==> config.mk <==
export PLATFORM = sky130hd
export DESIGN_NAME = mem_responder
export DESIGN_NICKNAME = d
export VERILOG_FILES = /design/src/rtl/mem_responder.sv
export SDC_FILE = /design/constraint.sdc
export NUM_CORES = 1
export LEC_CHECK = 0
export ABC_AREA = 1
export BUFFER_PORTS_ARGS = -buffer_cell sky130_fd_sc_hd__buf_2
export CORE_ASPECT_RATIO = 0.9
export CORE_MARGIN = 2
export CORE_UTILIZATION = 55
export CTS_CLUSTER_SIZE = 30
export DETAILED_ROUTE_END_ITERATION = 7
export HOLD_SLACK_MARGIN = 0.1
export PLACE_DENSITY = 0.73
export SYNTH_ARGS = -nofsm -noshare
export SYNTH_HDL_FRONTEND = slang
export SYNTH_SLANG_ARGS = --single-unit
export TNS_END_PERCENT = 30
==> constraint.sdc <==
create_clock -name clock -period 2.14 [get_ports clock]
set_clock_uncertainty 0.15 [all_clocks]
set_input_delay 0.428 -clock clock [delete_from_list [all_inputs] [get_ports clock]]
set_output_delay 0.428 -clock clock [all_outputs]
set_load 0.03 [all_outputs]
==> src/rtl/mem_responder.sv <==
// mem_responder: memory-side responder for the accumulator CPU bus.
// Provides single-cycle registered RAM read/write, two memory-mapped I/O
// locations (IN_PORT at depth-2, OUT_PORT at depth-1) and a program-load
// port that is serviced only on edges where the CPU bus is idle.
module mem_responder #(
    parameter int unsigned WORD_W = 8,
    parameter int unsigned OP_W   = 3,
    parameter int unsigned ADDR_W = WORD_W - OP_W
) (
    input  logic              clock,
    input  logic              n_reset,
    input  logic              CS,
    input  logic              R_NW,
    input  logic [ADDR_W-1:0] address,
    input  logic [WORD_W-1:0] wdata,
    output logic [WORD_W-1:0] rdata,
    output logic              rdata_valid,
    output logic              wr_done,
    input  logic              ld_en,
    input  logic [ADDR_W-1:0] ld_addr,
    input  logic [WORD_W-1:0] ld_data,
    output logic              ld_ack,
    input  logic [WORD_W-1:0] in_port,
    output logic [WORD_W-1:0] out_port
);

    localparam int unsigned DEPTH = 2 ** ADDR_W;
    localparam logic [ADDR_W-1:0] OUT_ADDR = '1;
    localparam logic [ADDR_W-1:0] IN_ADDR  = {{(ADDR_W-1){1'b1}}, 1'b0};

    typedef enum logic [1:0] {
        IDLE,
        RD_RESP,
        WR_RESP,
        LD_RESP
    } state_t;

    state_t            r_state;
    logic [WORD_W-1:0] r_rdata;
    logic [WORD_W-1:0] r_out_port;
    logic [WORD_W-1:0] r_in_sync1;
    logic [WORD_W-1:0] r_in_sync2;
    logic [WORD_W-1:0] r_mem [0:DEPTH-1];

    logic              w_cpu_rd;
    logic              w_cpu_wr;
    logic              w_load;
    logic              w_wr_en;
    logic [ADDR_W-1:0] w_wr_addr;
    logic [WORD_W-1:0] w_wr_data;
    logic [WORD_W-1:0] w_rd_word;

    // Access decode: CPU has priority, loads only take CS-free edges.
    always_comb begin
        w_cpu_rd  = CS & R_NW;
        w_cpu_wr  = CS & ~R_NW;
        w_load    = ~CS & ld_en;
        w_wr_en   = w_cpu_wr | w_load;
        w_wr_addr = CS ? address : ld_addr;
        w_wr_data = CS ? wdata : ld_data;
    end

    // Read mux over the address map: RAM, synchronised input, output latch.
    always_comb begin
        w_rd_word = r_mem[address];
        if (address == IN_ADDR) begin
            w_rd_word = r_in_sync2;
        end else if (address == OUT_ADDR) begin
            w_rd_word = r_out_port;
        end
    end

    // RAM array: no reset so contents survive n_reset; writes blocked while in reset.
    always_ff @(posedge clock) begin
        if (n_reset && w_wr_en && (w_wr_addr != IN_ADDR) && (w_wr_addr != OUT_ADDR)) begin
            r_mem[w_wr_addr] <= w_wr_data;
        end
    end

    // Two-flop synchroniser for the asynchronous input port.
    always_ff @(posedge clock or negedge n_reset) begin
        if (!n_reset) begin
            r_in_sync1 <= '0;
            r_in_sync2 <= '0;
        end else begin
            r_in_sync1 <= in_port;
            r_in_sync2 <= r_in_sync1;
        end
    end

    // Output port latch, written by CPU stores or loads to OUT_ADDR.
    always_ff @(posedge clock or negedge n_reset) begin
        if (!n_reset) begin
            r_out_port <= '0;
        end else if (w_wr_en && (w_wr_addr == OUT_ADDR)) begin
            r_out_port <= w_wr_data;
        end
    end

    // Response FSM: next state depends only on this edge's inputs; read data captured here.
    always_ff @(posedge clock or negedge n_reset) begin
        if (!n_reset) begin
            r_state <= IDLE;
            r_rdata <= '0;
        end else begin
            if (w_cpu_rd) begin
                r_state <= RD_RESP;
                r_rdata <= w_rd_word;
            end else if (w_cpu_wr) begin
                r_state <= WR_RESP;
            end else if (w_load) begin
                r_state <= LD_RESP;
            end else begin
                r_state <= IDLE;
            end
        end
    end

    assign rdata       = r_rdata;
    assign out_port    = r_out_port;
    assign rdata_valid = (r_state == RD_RESP);
    assign wr_done     = (r_state == WR_RESP);
    assign ld_ack      = (r_state == LD_RESP);

endmodule
==> results of run 1 <==
flip-flops by register name (all words and copies together) (netlist names):
name / count
rdata: 8
r_in_sync1: 8
r_in_sync2: 8
out_port: 8
r_state: 2
r_mem: 256
cells by family after synthesis:
kind of cell | share of synthesized area (%)
AOI/OAI and AO/OA | 2.23
other | 0.0303
DFF | 69.1
buffers and inverters | 7.18
and+or+nand+nor | 21.5
through the flow:
| stage | utilization, % | hold WS, ns |
|---|---|---|
| after floorplan | - | -0.0176 |
| after global placement | 61.9 | 0.183 |
| after detailed placement | 61.9 | 0.185 |
| after CTS | 66.3 | 0.198 |
| after global routing | 66.6 | 0.203 |
| final | 66.6 | 0.197 |
cell usage in the layout (no fill, tap or decap), types with 7 or more instances in the layout:
master / count
nand3_1: 103
inv_2: 7
a21oi_1: 24
nor2_2: 10
edfxtp_1: 256
inv_1: 167
clkinv_2: 8
dfrtp_1: 34
buf_12: 15
dlygate4sd3_1: 11
nand2_1: 462
nand4_1: 24
clkbuf_16: 29
nor2_1: 41
o21ai_0: 13
clkbuf_1: 7
buf_4: 77
buf_2: 56
conb_1: 16
o21ai_1: 10
metal layers:
| layer | wire length, um | global-route usage (%) | up-vias |
|---|---|---|---|
| li1 | - | - | 4238 |
| met1 | 12300 | 36.3 | 4233 |
| met2 | 15200 | 44.3 | 410 |
| met3 | 2740 | 4.43 | 73 |
| met4 | 989 | 8.45 | 0 |
| met5 | 0 | 0 | - |
cell type report:
cell class	instances	area (sq um)	share of cell area, %
well taps	297	372	2.51
repair buffers	166	1350	9.12
inverters	176	663	4.47
flip-flops and latches	290	8540	57.6
multi-input cells	716	3030	20.5
clock buffers	38	779	5.26
clock inverters	14	88.8	0.599
how the worst min path moves through the flow:
stage | end | startpoint | cells past startpoint | slack [ns]
after detailed placement | r_in_sync2[6] | r_in_sync1[6] | 0 | 0.18
after CTS | r_in_sync2[7] | r_in_sync1[7] | 0 | 0.20
after global placement | r_in_sync2[5] | r_in_sync1[5] | 0 | 0.18
after floorplan | out_port[0] | n_reset | 0 | -0.02
final | r_in_sync2[6] | r_in_sync1[6] | 0 | 0.20
after global routing | r_in_sync2[6] | r_in_sync1[6] | 0 | 0.20
power groups by stage:
stage | clock (mW) | combinational, mW | sequential (mW)
after floorplan | 0 | 0.580 | 6.74
after global placement | 0 | 1.31 | 6.59
after detailed placement | 0 | 1.34 | 6.59
after CTS | 4.70 | 1.36 | 6.47
after global routing | 4.90 | 1.50 | 6.49
final | 4.67 | 1.39 | 6.47
worst max-delay path: cells and delay by family:
kind / cells / cell delay, ns
and+or+nand+nor: 4 / 0.39
AOI/OAI and AO/OA: 2 / 0.28
buffers and inverters: 5 / 1.11
timing repair:
action                     CTS  global route
resized for setup            0            21
hold buffers                11             0
hold endpoints to repair    44             0
setup endpoints to repair    0           239
setup buffers                0             1
==> out/summary.txt, run 1 <==
Via Count: 8954
Cell taking the most area after synthesis: edfxtp_1
Most numerous cell in the Yosys netlist: nand2_1
Mapped cell area: 0.0124 sq mm
Num Clock Sinks: 290
Number of synthesized flops with an enable pin: 256
Internal Power: 9.47 mW
Die Area: 0.0237 sq mm
Crit Path Max Fanout: 8
Worst Setup EP: r_mem[16][1]
Commonest cells in the netlist: 463 x nand2_1, 256 x edfxtp_1, 167 x inv_1
Max cap viols: 0
Share of layout cells above drive strength 1: 16.1%
Clock share of power: 37.2%
Register bit count reported by yosys: 290
Switching Fraction: 24.4%
Area of all placed cells without fillers: 0.0148 sq mm
Max Root-Sink Buffers: 3
Clock root cell: clkbuf_16
Area growth syn-to-layout: 19.9%
Post-route DRC: 0
Largest net degree at the start of global routing: 49
Reg2reg end: rdata[3]
Synth area leaders: edfxtp_1 62%, nand2_1 14%, dfrtp_1 6.9%
Vias in the first global route: 8794
Drt wl/cell: 18.4 um
Setup TNS: 0 ns
Max-slew violations: 0
Fin nets: 1417
Post-Layout Cell Count: 1697
Ant diodes: 0
Clk_lat worst skew: 0.54 ns
Chip width: 162 um
Yosys warns: 0
Tcrit/Tclk final: 98.7%
Global route overflow: 0
IO buf count: 57
Fin. Hold Viols: 0
Placed cell areas: 0.0138 sq mm
Syn Inst Count: 1215
Inst Count DP: 1633
Initial Utilization: 55.5%
Tmin final: 2.11 ns
Worst R2R Start: r_mem[29][3]
Setup crit end kind: flop
PwrDens: 845 mW/mm^2
Status: finished, final reports clean
Core ar.: 0.0223 sq mm
Path depth of the worst reg2reg path: 12
Routability-driven placement congestion ratio: 0.893
CP max stage delay: 0.54 ns
Total CTS buffers: 28
Ys async rst share: 11.7%
Pre-antenna DRT Iters: 6
Initial antenna violation count: 0
Prevailing post-synth register cell: edfxtp_1
Final worst setup slack: 0.0286 ns
Initial drt markers: 1152
Worst EP arrival: 2.21 ns
Pwr Total: 12.5 mW
Vias per inst: 5.28
Gate power share: 11.1%
ANT nets after route: 0
LEAKAGE: 6.53 nW
Yosys top cell area share: 62.2%
Synthesized area per cell: 10.2 sq um
Reg-to-reg slack, setup: 0.44 ns
Place WS: -0.186 ns
Critical-path cell list: dlygate4sd3_1, buf_2, nand2_2, o21ai_2, inv_1, nand2_1, a21oi_2, nand3_1, buf_6, nor2_2, buf_4
Wire length of the first global-routing pass: 47600 um
Critical path class: primary input to flop
Final wirelength: 31200 um
# fillers: 1681
Cell Rows: 52
Sequential fraction of the synthesis area: 69.1%
I/O pin cnt: 58
Unrepaired setup endpoints after global routing: yes
Worst Path Required: 2.24 ns
Final HPWL DP: 19400 um
GR Util All Layers: 26.6%
Critical path origin: R_NW
Slowest CP cell: dlygate4sd3_1
Synth cell types: 24
Achievable Freq: 0.474 GHz
Seq pwr share: 51.7%
CTS H-tree lvls: 1
Clock-pin slew on the worst setup and hold paths: 0.07 ns
Final Setup Violations: 0
Die Height: 146 um
CTS tree: done
Peak VDD IR: 0.651 mV
P_sw: 3.06 mW
Hold Crit Class: flop to flop
Crit path launch type: primary input
(Power assumes the default switching activity.)
==> inputs of run 2 (changes only) <==
--- a/config.mk
+++ b/config.mk
@@ -5,7 +5,6 @@
 export SDC_FILE = /design/constraint.sdc
 export NUM_CORES = 1
 export LEC_CHECK = 0
-export ABC_AREA = 1
 export BUFFER_PORTS_ARGS = -buffer_cell sky130_fd_sc_hd__buf_2
 export CORE_ASPECT_RATIO = 0.9
 export CORE_MARGIN = 2
==> out/summary.txt, run 2 <==
Status: finished, final reports clean
Register bit count reported by yosys: 290
P_sw: 2.79 mW
Placed cell areas: 0.0132 sq mm
Syn Inst Count: 687
Internal Power: 9.71 mW
Via Count: 6983
CTS tree: done
Prevailing post-synth register cell: edfxtp_1
Tmin final: 2.08 ns
Initial Utilization: 56.3%
Final wirelength: 27500 um
Most common cell after layout, fill and taps aside: edfxtp_1
Vias per inst: 5.96
CP max stage delay: 0.54 ns
Number of synthesized flops with an enable pin: 256
Synth area leaders: edfxtp_1 65%, dfrtp_1 7.2%, mux2i_1 6.6%
Seq pwr share: 51.5%
Post-Layout Cell Count: 1172
Ant diodes: 0
I/O pin cnt: 58
Clock share of power: 39.2%
Post-CTS setup buffer count: 0
Max Root-Sink Buffers: 3
Fin nets: 905
CP most frequent cell: buf_4
Total CTS buffers: 27
Number of flip-flops in the largest register: 256
Core ar.: 0.0209 sq mm
Inst Count DP: 1112
ANT nets after route: 0
Area growth syn-to-layout: 21.2%
CTS H-tree lvls: 1
Commonest cells in the netlist: 256 x edfxtp_1, 77 x mux2i_1, 45 x nor2_1
Share of layout cells above drive strength 1: 29.1%
Largest Register: r_mem
Yosys warns: 0
Most frequent cells in the layout: 256 x edfxtp_1, 91 x buf_4, 76 x mux2i_1
Slew margin rel.: 34.0%
Drt wl/cell: 23.5 um
Wire length of the first global-routing pass: 41300 um
Crit path launch type: primary input
Slew @ Worst Pin: 0.987 ns
Chip width: 158 um
Max cap viols: 0
# fillers: 1393
Ys async rst share: 11.7%
Clock-pin slew on the worst setup and hold paths: 0.06 ns
Final worst setup slack: 0.0592 ns
Global route overflow: 0
Num Clock Sinks: 290
Initial antenna violation count: 0
GR Util All Layers: 25.0%
Hold Crit Class: flop to flop
Place WS: -0.307 ns
Final Setup Violations: 0
Worst Path Required: 2.22 ns
IO buf count: 57
Post-route DRC: 0
Cell Rows: 50
Synthesized area per cell: 17.1 sq um
Synth cell types: 55
Switching Fraction: 22.3%
Max-slew violations: 0
LEAKAGE: 5.23 nW
Achievable Freq: 0.481 GHz
Most numerous cell in the Yosys netlist: edfxtp_1
Crit Path Max Fanout: 8
Die Height: 143 um
Routability-driven placement congestion ratio: 0.920
Fin. Hold Viols: 0
Area of all placed cells without fillers: 0.0142 sq mm
Initial drt markers: 753
Die Area: 0.0226 sq mm
Vias in the first global route: 7003
Unrepaired setup endpoints after global routing: yes
PwrDens: 877 mW/mm^2
Yosys top cell area share: 65.4%
Largest net degree at the start of global routing: 35
Gate power share: 9.4%
Sequential fraction of the synthesis area: 72.6%
Mapped cell area: 0.0118 sq mm
Peak VDD IR: 1.21 mV
Clock root cell: clkbuf_16
Critical path class: primary input to flop
Critical-path cell list: dlygate4sd3_1, buf_2, nand3b_1, o21ai_1, nand4_1, buf_4, nor2_1, buf_4
Cell taking the most area after synthesis: edfxtp_1
Final hold slack: 0.192 ns
Final Core Density: 68.2%
Slowest CP cell: dlygate4sd3_1
Setup crit end kind: flop
Final HPWL DP: 18300 um
Pre-antenna DRT Iters: 5
Tcrit/Tclk final: 97.2%
Clk_lat worst skew: 0.53 ns
Worst EP arrival: 2.16 ns
run 2: area by class of cell:
| cell class | count | area [sq um] | share of cell area [%] |
|---|---|---|---|
| clock buffer | 36 | 739 | 5.19 |
| clock inverter | 13 | 169 | 1.19 |
| inverter | 16 | 60.1 | 0.422 |
| multi-input combinational | 358 | 3020 | 21.2 |
| sequential | 290 | 8540 | 59.9 |
| tap | 286 | 358 | 2.51 |
| timing repair buffer | 173 | 1360 | 9.52 |
run 2: timing repair:
item / CTS / global route
endpoints found under the setup margin: 0 / 104
endpoints found under the hold margin: 46 / 0
hold buffers: 11 / 0
gates resized for setup: 0 / 4
run 2: kinds of logic (layout without fill, tap and decap cells):
group                  count (synthesis)  count (layout)  share of synthesized area [%]
other                                  1              16                         0.0319
buffers and inverters                 54             238                           2.53
multiplexers                         121             121                           13.4
AO/OA/AOI/OAI                         91              91                           5.75
AND/OR/NAND/NOR                      130             130                           5.62
flip-flops                           290             290                           72.6
run 2: worst paths after layout:
kind                            slack [ns]            end          start  cells after the start
min in group asynchronous             0.45       rdata[7]        n_reset                      3
worst max register to register        0.12       rdata[1]    r_mem[1][1]                      5
max in group asynchronous             1.07  r_in_sync1[5]        n_reset                      3
worst min register to register        0.19  r_in_sync2[2]  r_in_sync1[2]                      0
worst max-delay path                  0.06    r_mem[2][0]           R_NW                      8
worst min-delay path                  0.19  r_in_sync2[2]  r_in_sync1[2]                      0
run 2: power by group through the flow:
stage	Sequential, mW	Combinational (mW)	Clock (mW)
2_1_floorplan	6.64	0.539	0
3_3_place_gp	6.54	1.10	0
3_5_place_dp	6.55	1.13	0
4_1_cts	6.43	1.15	4.96
5_1_grt	6.44	1.23	5.17
6_report	6.43	1.17	4.90
run 2: through the flow:
stage | setup TNS (ns) | total power, mW
final | 0 | 12.5
after global routing | -0.0496 | 12.8
after CTS | 0 | 12.5
after global placement | -22.48 | 7.64
after floorplan | -37.44 | 7.18
after detailed placement | -32.82 | 7.68
run 2: critical path: cells and delay by family:
| kind | cells | cell delay (ns) |
|---|---|---|
| compound gates | 1 | 0.15 |
| buf+inv | 4 | 1.11 |
| simple gates | 3 | 0.47 |
run 2: metal layers:
layer / global-route usage (%) / share of wire (%) / vias up
li1: - / - / 3074
met4: 6.69 / 2.8 / 0
met5: 0 / 0 / -
met3: 3.79 / 7.4 / 59
met2: 42.2 / 50 / 307
met1: 34.3 / 39 / 3543
